`src/rtl/dm_store_buffer.sv`:
```
// dm_store_buffer
// Posted-write buffer between the store unit and the data-memory bus.
// Aligned stores are queued in a DEPTH-entry FIFO, a store to the same word
// as the newest entry is merged into it, and the oldest entry is presented
// on a valid/ready bus until memory accepts it.
//
// Ports:
//   clk_in, rst_n_in                  clock, asynchronous active-low reset
//   dm_wr_req_in/addr/mask/data       store request (lane-positioned data)
//   wb_stall_out                      store not accepted this cycle
//   ld_req_in, ld_addr_in             load probe
//   ld_hazard_out                     a pending entry targets the load word
//   bus_valid_out/ready_in            head-entry handshake to memory
//   bus_addr_out/mask_out/data_out    head entry fields
//   empty_out, count_out              occupancy
module dm_store_buffer #(
    parameter int DEPTH = 4
) (
    input  logic                       clk_in,
    input  logic                       rst_n_in,
    input  logic                       dm_wr_req_in,
    input  logic [31:0]                dm_addr_in,
    input  logic [3:0]                 dm_wr_mask_in,
    input  logic [31:0]                dm_data_in,
    output logic                       wb_stall_out,
    input  logic                       ld_req_in,
    input  logic [31:0]                ld_addr_in,
    output logic                       ld_hazard_out,
    output logic                       bus_valid_out,
    input  logic                       bus_ready_in,
    output logic [31:0]                bus_addr_out,
    output logic [3:0]                 bus_mask_out,
    output logic [31:0]                bus_data_out,
    output logic                       empty_out,
    output logic [$clog2(DEPTH):0]     count_out
);

    localparam int PW = $clog2(DEPTH);
    localparam int CW = PW + 1;

    logic [29:0]   addr_q [DEPTH];
    logic [29:0]   addr_d [DEPTH];
    logic [3:0]    mask_q [DEPTH];
    logic [3:0]    mask_d [DEPTH];
    logic [31:0]   data_q [DEPTH];
    logic [31:0]   data_d [DEPTH];
    logic [PW-1:0] rd_ptr_q, rd_ptr_d;
    logic [PW-1:0] wr_ptr_q, wr_ptr_d;
    logic [CW-1:0] count_q, count_d;

    logic          req_valid;
    logic          full;
    logic          empty;
    logic          combine;
    logic          enq;
    logic          deq;
    logic [PW-1:0] tail_ptr;
    logic [PW-1:0] offset;
    logic          hazard_hit;

    // Address LSBs are don't-care for word-granular matching.
    logic unused_addr_lsbs;
    assign unused_addr_lsbs = ^{dm_addr_in[1:0], ld_addr_in[1:0]};

    always_comb begin
        req_valid = dm_wr_req_in && (dm_wr_mask_in != 4'b0000);
        full      = (count_q == CW'(DEPTH));
        empty     = (count_q == '0);
        tail_ptr  = wr_ptr_q - PW'(1);
        // The head may be mid-handshake, so merging needs at least two entries.
        combine   = req_valid && (count_q >= CW'(2)) &&
                    (dm_addr_in[31:2] == addr_q[tail_ptr]);
        enq       = req_valid && !combine && !full;
        deq       = !empty && bus_ready_in;

        for (int i = 0; i < DEPTH; i++) begin
            addr_d[i] = addr_q[i];
            mask_d[i] = mask_q[i];
            data_d[i] = data_q[i];
        end

        if (combine) begin
            mask_d[tail_ptr] = mask_q[tail_ptr] | dm_wr_mask_in;
            for (int b = 0; b < 4; b++) begin
                if (dm_wr_mask_in[b]) begin
                    data_d[tail_ptr][8*b +: 8] = dm_data_in[8*b +: 8];
                end
            end
        end

        if (enq) begin
            addr_d[wr_ptr_q] = dm_addr_in[31:2];
            mask_d[wr_ptr_q] = dm_wr_mask_in;
            data_d[wr_ptr_q] = dm_data_in;
        end

        rd_ptr_d = deq ? rd_ptr_q + PW'(1) : rd_ptr_q;
        wr_ptr_d = enq ? wr_ptr_q + PW'(1) : wr_ptr_q;

        count_d = count_q;
        if (enq && !deq) begin
            count_d = count_q + CW'(1);
        end else if (deq && !enq) begin
            count_d = count_q - CW'(1);
        end
    end

    // Hazard covers every live slot, including a head being dequeued now.
    always_comb begin
        hazard_hit = 1'b0;
        offset     = '0;
        for (int i = 0; i < DEPTH; i++) begin
            offset = PW'(i) - rd_ptr_q;
            if (({1'b0, offset} < count_q) && (addr_q[i] == ld_addr_in[31:2])) begin
                hazard_hit = 1'b1;
            end
        end
    end

    always_ff @(posedge clk_in or negedge rst_n_in) begin
        if (!rst_n_in) begin
            for (int i = 0; i < DEPTH; i++) begin
                addr_q[i] <= '0;
                mask_q[i] <= '0;
                data_q[i] <= '0;
            end
            rd_ptr_q <= '0;
            wr_ptr_q <= '0;
            count_q  <= '0;
        end else begin
            for (int i = 0; i < DEPTH; i++) begin
                addr_q[i] <= addr_d[i];
                mask_q[i] <= mask_d[i];
                data_q[i] <= data_d[i];
            end
            rd_ptr_q <= rd_ptr_d;
            wr_ptr_q <= wr_ptr_d;
            count_q  <= count_d;
        end
    end

    assign wb_stall_out  = req_valid && full && !combine;
    assign ld_hazard_out = ld_req_in && hazard_hit;
    assign bus_valid_out = !empty;
    assign bus_addr_out  = {addr_q[rd_ptr_q], 2'b00};
    assign bus_mask_out  = mask_q[rd_ptr_q];
    assign bus_data_out  = data_q[rd_ptr_q];
    assign empty_out     = empty;
    assign count_out     = count_q;

endmodule
```
`config.mk`:
```
export PLATFORM = sky130hd
export DESIGN_NAME = dm_store_buffer
export DESIGN_NICKNAME = d
export VERILOG_FILES = /design/src/rtl/dm_store_buffer.sv
export SDC_FILE = /design/constraint.sdc
export NUM_CORES = 1
export LEC_CHECK = 0
export CORE_UTILIZATION = 49
export DETAILED_ROUTE_END_ITERATION = 16
export PLACE_DENSITY = 0.83
export SLEW_MARGIN = 5
export SYNTH_ARGS = -nofsm -noshare
export SYNTH_HDL_FRONTEND = slang
export SYNTH_SLANG_ARGS = --single-unit
```
`constraint.sdc`:
```
create_clock -name clk_in -period 5.1 [get_ports clk_in]
set_input_delay 0.765 -clock clk_in [delete_from_list [all_inputs] [get_ports clk_in]]
set_output_delay 0.765 -clock clk_in [all_outputs]
set_load 0.02 [all_outputs]
```
* After elaboration in Yosys (flattened, before gate mapping)
Cells that the tools add are included.
Storage, ports and cells: input port bits 105, output and inout port bits 75, bits in registers 271, logic and storage cells 125
Operators by class: $add $sub $neg 9, multiplexer cells 56, order comparisons 10, equal/unequal tests 6, bitwise gates (word level) 4, reductions and logical operators 25
Operators with widths (number):
- 128-bit two-way mux | 9
- 128-bit bitwise mux | 5
- 32-bit demux with 2-bit select | 5
- 30-bit == test | 5
- 30-bit two-way mux | 5
- 32-bit two-way mux | 4
- 30-bit binary-select mux with 2-bit select | 2
- 120-bit bitwise mux | 1
- 32-bit binary-select mux with 2-bit select | 1
- 30-bit demux with 2-bit select | 1
- 16-bit two-way mux | 3
- 16-bit bitwise mux | 2
- 24-bit two-way mux | 1
- 4-bit two-way mux | 6
- 1-bit logical AND | 17
- 4-bit binary-select mux with 2-bit select | 2
- 4-bit demux with 2-bit select | 2
- 2-bit by 3-bit less-than comparator with 1-bit output | 4
- 3-bit >= comparator (second input constant) | 3
- 2-bit NOT with 3-bit output | 3
- 8-bit two-way mux | 1
- 3-bit by 1-bit less-than comparator with 1-bit output (second input constant) | 2
- 3-bit two-way mux | 2
- 1-bit zero test | 5
- 13 further kinds | 19

* Logic depth before layout (Yosys ltp)
word-level depth 20, gate-level depth with buffers 22, gate-level depth less buffers 15

* Worst setup path after synthesis
No wires, ideal clock.
path type register to register, start point reg wr_ptr_q[0], end point reg count_q[1] (netlist: count_out[1]), required time 4.975 ns, path buffers 7, stages on the path, launching flop included 20, library setup time 0.125 ns, path slack 0.322 ns, arrival time 4.654 ns, cells stage by stage dfrtp_1 -> buf_2 -> buf_2 -> clkinv_1 -> ha_1 -> buf_4 -> buf_4 -> buf_1 -> mux4_2 -> xnor2_1 -> nand4_1 -> nor4_2 -> and2_1 -> buf_4 -> buf_4 -> nor2_1 -> ha_1 -> inv_1 -> fa_1 -> mux2_2
On the way: elaborated cells on any way between the ends 15, classes of those cells add/sub: 1; eq/ne: 1; mux: 4; bitwise: 1; reduce/logical: 8
RTL lines:
- start: declaration | RTL line 48 | logic [PW-1:0] wr_ptr_q, wr_ptr_d;
- start signal: assignment | RTL line 137 | wr_ptr_q <= wr_ptr_d;
- 2-bit by 1-bit subtractor with 2-bit output | RTL line 69 | tail_ptr = wr_ptr_q - PW'(1);
- named net tail_ptr[0] | RTL line 57 | logic [PW-1:0] tail_ptr;
- 2-bit NOT with 3-bit output (not written as such) | RTL line 72 | (dm_addr_in[31:2] == addr_q[tail_ptr]);
- 30-bit binary-select mux with 2-bit select | RTL line 72
- 30-bit two-way mux (not written as such) (2 in series) | RTL line 72
- 30-bit == test | RTL line 72
- 1-bit logical AND | RTL line 71 | combine = req_valid && (count_q >= CW'(2)) &&
- 1-bit zero test | RTL line 73 | enq = req_valid && !combine && !full;
- 1-bit logical AND (2 in series) | RTL line 73
- 1-bit logical AND | RTL line 101 | if (enq && !deq) begin
- 3-bit two-way mux | RTL line 101
- named net count_d[1] | RTL line 49 | logic [CW-1:0] count_q, count_d;
- end signal: assignment | RTL line 138 | count_q <= count_d;
- end: declaration | RTL line 49
The timed path passes the listed nets, and every way through them passes these cells. The select of a mux whose other input is x is not followed. A chain may end at the register's enable or synchronous reset.

* Worst setup path in the final report
start point reg wr_ptr_q[1], end point out wb_stall_out
On the way: word-level cells in the longest chain between the ends 9
RTL lines:
- 2-bit by 1-bit subtractor with 2-bit output | RTL line 69
- 2-bit NOT with 3-bit output (not written as such) | RTL line 72
- 30-bit binary-select mux with 2-bit select | RTL line 72
- 30-bit two-way mux (not written as such) (2 in series) | RTL line 72
- 30-bit == test | RTL line 72
- 1-bit logical AND | RTL line 71
- 1-bit zero test | RTL line 142 | assign wb_stall_out = req_valid && full && !combine;
- 1-bit logical AND | RTL line 142
- end: declaration | RTL line 25 | output logic wb_stall_out,
No other way between the ends. The select of a mux whose other input is x is not followed.

==> summary.md <==
| Metric | Value |
|---|---|
| Htree depth | `1` |
| Worst hold path class | `in2async` |
| Worst setup margin | `0.207 ns` |
| Async SR Flop Fraction | `100%` |
| Pre-CTS setup slack | `0.380 ns` |
| Largest net degree at the start of global routing | `116` |
| Crit-path slowest cell | `clkdlybuf4s50_1` |
| Post-synthesis sequential area ratio | `45.2%` |
| Clock latency on the worst-skew pair | `0.57 ns` |
| Slew headroom | `41.3%` |
| Clk_skew | `0.0202 ns` |
| Critical path endpoint category | `output port` |
| Bufs on Longest Clock Path | `3` |
| I/O pins | `180` |
| Post-synth top area share | `45.2%` |
| DR pass1 iterations | `5` |
| Synth cell count leaders | `dfrtp_1, mux2_2, xnor2_1` |
| DRT iter0 DRCs | `727` |
| Grt ovf | `0` |
| Port bufs | `173` |
| Pins Over Slew Limit | `0` |
| Die area | `31300 um^2` |
| Kind of cell adding the most delay to the critical path | `buffers and inverters` |
| Period minus WS final | `4.89 ns` |
| Area growth syn-to-layout | `21.1%` |
| Wire per inst | `24.6 um` |
| Cell area power density | `776 nW/um^2` |
| Final worst path period share | `95.9%` |
| Worst path depth | `11` |
| Crit start category | `register` |
| Crit-path max FO | `15` |
| Status | `finished, final reports clean` |
| Vias in the first global route | `10535` |
| Area of the multi-input gates | `7940 um^2` |
| Buf/Inv on CP | `3` |
| Count leader, synth | `dfrtp_1` |
| Avg Cell Area, Syn | `14.1 um^2` |
| Max Clock Freq | `204 MHz` |
| Placer Congestion | `0.959` |
| Main synth FF type | `dfrtp_1` |
| FP Rows | `63` |
| Die span in x | `177 um` |
| Post-DR vias/cell | `6.16` |
| EDFF count, synth | `0` |
| Synth cell types | `47` |
| Worst-Margin Slew | `0.881 ns` |
| Max Cap Viol | `0` |
| Starting Density | `50.2%` |
| Layout fillers | `2270` |
| Class of the most critical setup path | `reg2out` |
| Clock sink total | `271` |
| GRT Util Overall | `26.2%` |
| #FFs+latches synth | `271` |
| Final net count | `1333` |
| Crit-path max cell delay | `0.70 ns` |
| Pleak | `6.99 nW` |
| RSZ-0062 raised after global routing | `no` |
| Antenna Nets Post-Route | `0` |
| Synth area leaders | `dfrtp_1, mux2_2, mux4_2` |
| CTS Hold Bufs | `0` |
| Setup total negative slack | `0 ns` |
| DR vias | `10066` |
| Post-synth top area cell | `dfrtp_1` |
| Register area | `6790 um^2` |
| Clock Pin Slew Worst Setup and Hold Paths | `0.06 ns` |
| Clock root buffer | `clkbuf_16` |
| Critical path cell sequence | `inv_1, ha_4, buf_4, mux2i_1, xnor2_1, nor3_1, a21oi_1, nor4_4, and2_2, nor3b_1, clkdlybuf4s50_1` |
| First-pass GRT wire length | `62000 um` |
| Post-Syn Instances | `1063` |
| DRC | `0` |
| FF-to-FF path depth | `12` |
| CTS tree | `done` |
| Routed WL | `40200 um` |
| Layout cells sized above 1 | `34.7%` |
| Endpoints failing setup | `0` |
| Core area | `29900 um^2` |
| Crit path arrival time | `4.13 ns` |
| Initial antenna violation count | `3` |
| WP data required | `4.34 ns` |
| Hpwl dp | `27900 um` |
| Worst VDD drop | `0.471 mV` |
| CTS Buf Count | `29` |
| Warnings from Yosys | `0` |
| Post-Syn Area | `15000 um^2` |
| Die Y | `177 um` |
| Endpoints failing hold | `0` |
[flip-flops by register name, indices dropped and copies added, names as in the netlist]
name,count
rd_ptr_q,2
addr_q,120
wr_ptr_q,2
count_out,3
mask_q,16
data_q,128
[layer usage]
metal | routed length (um) | up-vias | part of all wire [%] | track usage, %
met5 | 0 | - | 0 | 0
met4 | 1480 | 0 | 3.7 | 9.95
met3 | 3730 | 88 | 9.3 | 6.21
met2 | 19100 | 463 | 48 | 42.1
met1 | 15800 | 5193 | 39 | 34.6
li1 | - | 4322 | - | -
[power breakdown]
| part | internal (W) | switching, W | total (W) |
|---|---|---|---|
| sequential | 0.00327 | 0.00104 | 0.00431 |
| combinational | 0.00409 | 0.00350 | 0.00759 |
| clock | 0.00130 | 0.000904 | 0.00220 |
| total | 0.00866 | 0.00544 | 0.0141 |
[timing repair]
action	CTS	global route
gates resized for setup	0	2
buffers inserted	0	0
endpoints found under the hold margin	0	0
setup endpoints to repair	0	1
[cells by family (layout without fill, tap and decap cells)]
kind of cell | after synthesis | count (layout) | synth area share, %
buffers and inverters | 80 | 257 | 2.30
AO/OA/AOI/OAI | 63 | 63 | 4.09
flip-flops | 271 | 271 | 45.2
XOR/XNOR | 156 | 156 | 9.11
other | 1 | 5 | 0.0250
multiplexers | 361 | 361 | 33.7
AND/OR/NAND/NOR | 121 | 121 | 4.66
adder cells (fa/ha/maj) | 10 | 10 | 0.885
[worst paths after layout]
| check | startpoint | end | slack (ns) |
|---|---|---|---|
| min reg2reg | data_q[45] | data_q[45] | 0.48 |
| max reg2reg | wr_ptr_q[0] | count_out[1] | 0.44 |
| max | wr_ptr_q[1] | wb_stall_out | 0.21 |
| min | rst_n_in | addr_q[35] | 0.21 |
| min in group clk_in | data_q[45] | data_q[45] | 0.48 |
| max in group asynchronous | rst_n_in | addr_q[13] | 3.67 |
[cell usage in the layout (no fill, tap or decap), drive strengths merged, types with 3 or more instances in the layout]
master	synthesis	final
nand2	8	8
nand3	7	7
clkdlybuf4s50	0	172
xor2	46	46
nor2	12	12
mux2	251	251
ha	9	9
dfrtp	271	271
clkinv	1	11
a211oi	16	16
xnor2	110	110
diode	0	3
nor4	20	20
mux2i	20	20
nand4	30	30
nor3	34	34
o2111ai	5	5
a21oi	11	11
bufinv	0	3
mux4	90	90
o21ai	3	3
clkbuf	37	39
and3	4	4
buf	30	18
inv	12	13
o22ai	16	16
[final cells by class]
| class | count | area share, % |
|---|---|---|
| multi-input cells | 713 | 43.7 |
| flip-flops and latches | 271 | 37.4 |
| repair buffers | 190 | 10.4 |
| clock buffers | 39 | 4.59 |
| well taps | 390 | 2.69 |
| clock inverters | 15 | 0.944 |
| inverters | 13 | 0.269 |
| diodes | 3 | 0.0413 |
[metrics by stage]
step                cell area (um^2)  hold WS (ns)  total power [W]  utilization (%)  cells
global placement               17100         0.463           0.0117             57.4   1577
global route                   18200         0.285           0.0148             60.8   1633
detailed placement             17100         0.477           0.0118             57.4   1577
floorplan                      15000         0.452          0.00917                -   1064
CTS                            18100         0.251           0.0141             60.7   1631
finish                         18200         0.207           0.0141             60.8   1634
Power figures use the tool's default switching activity.
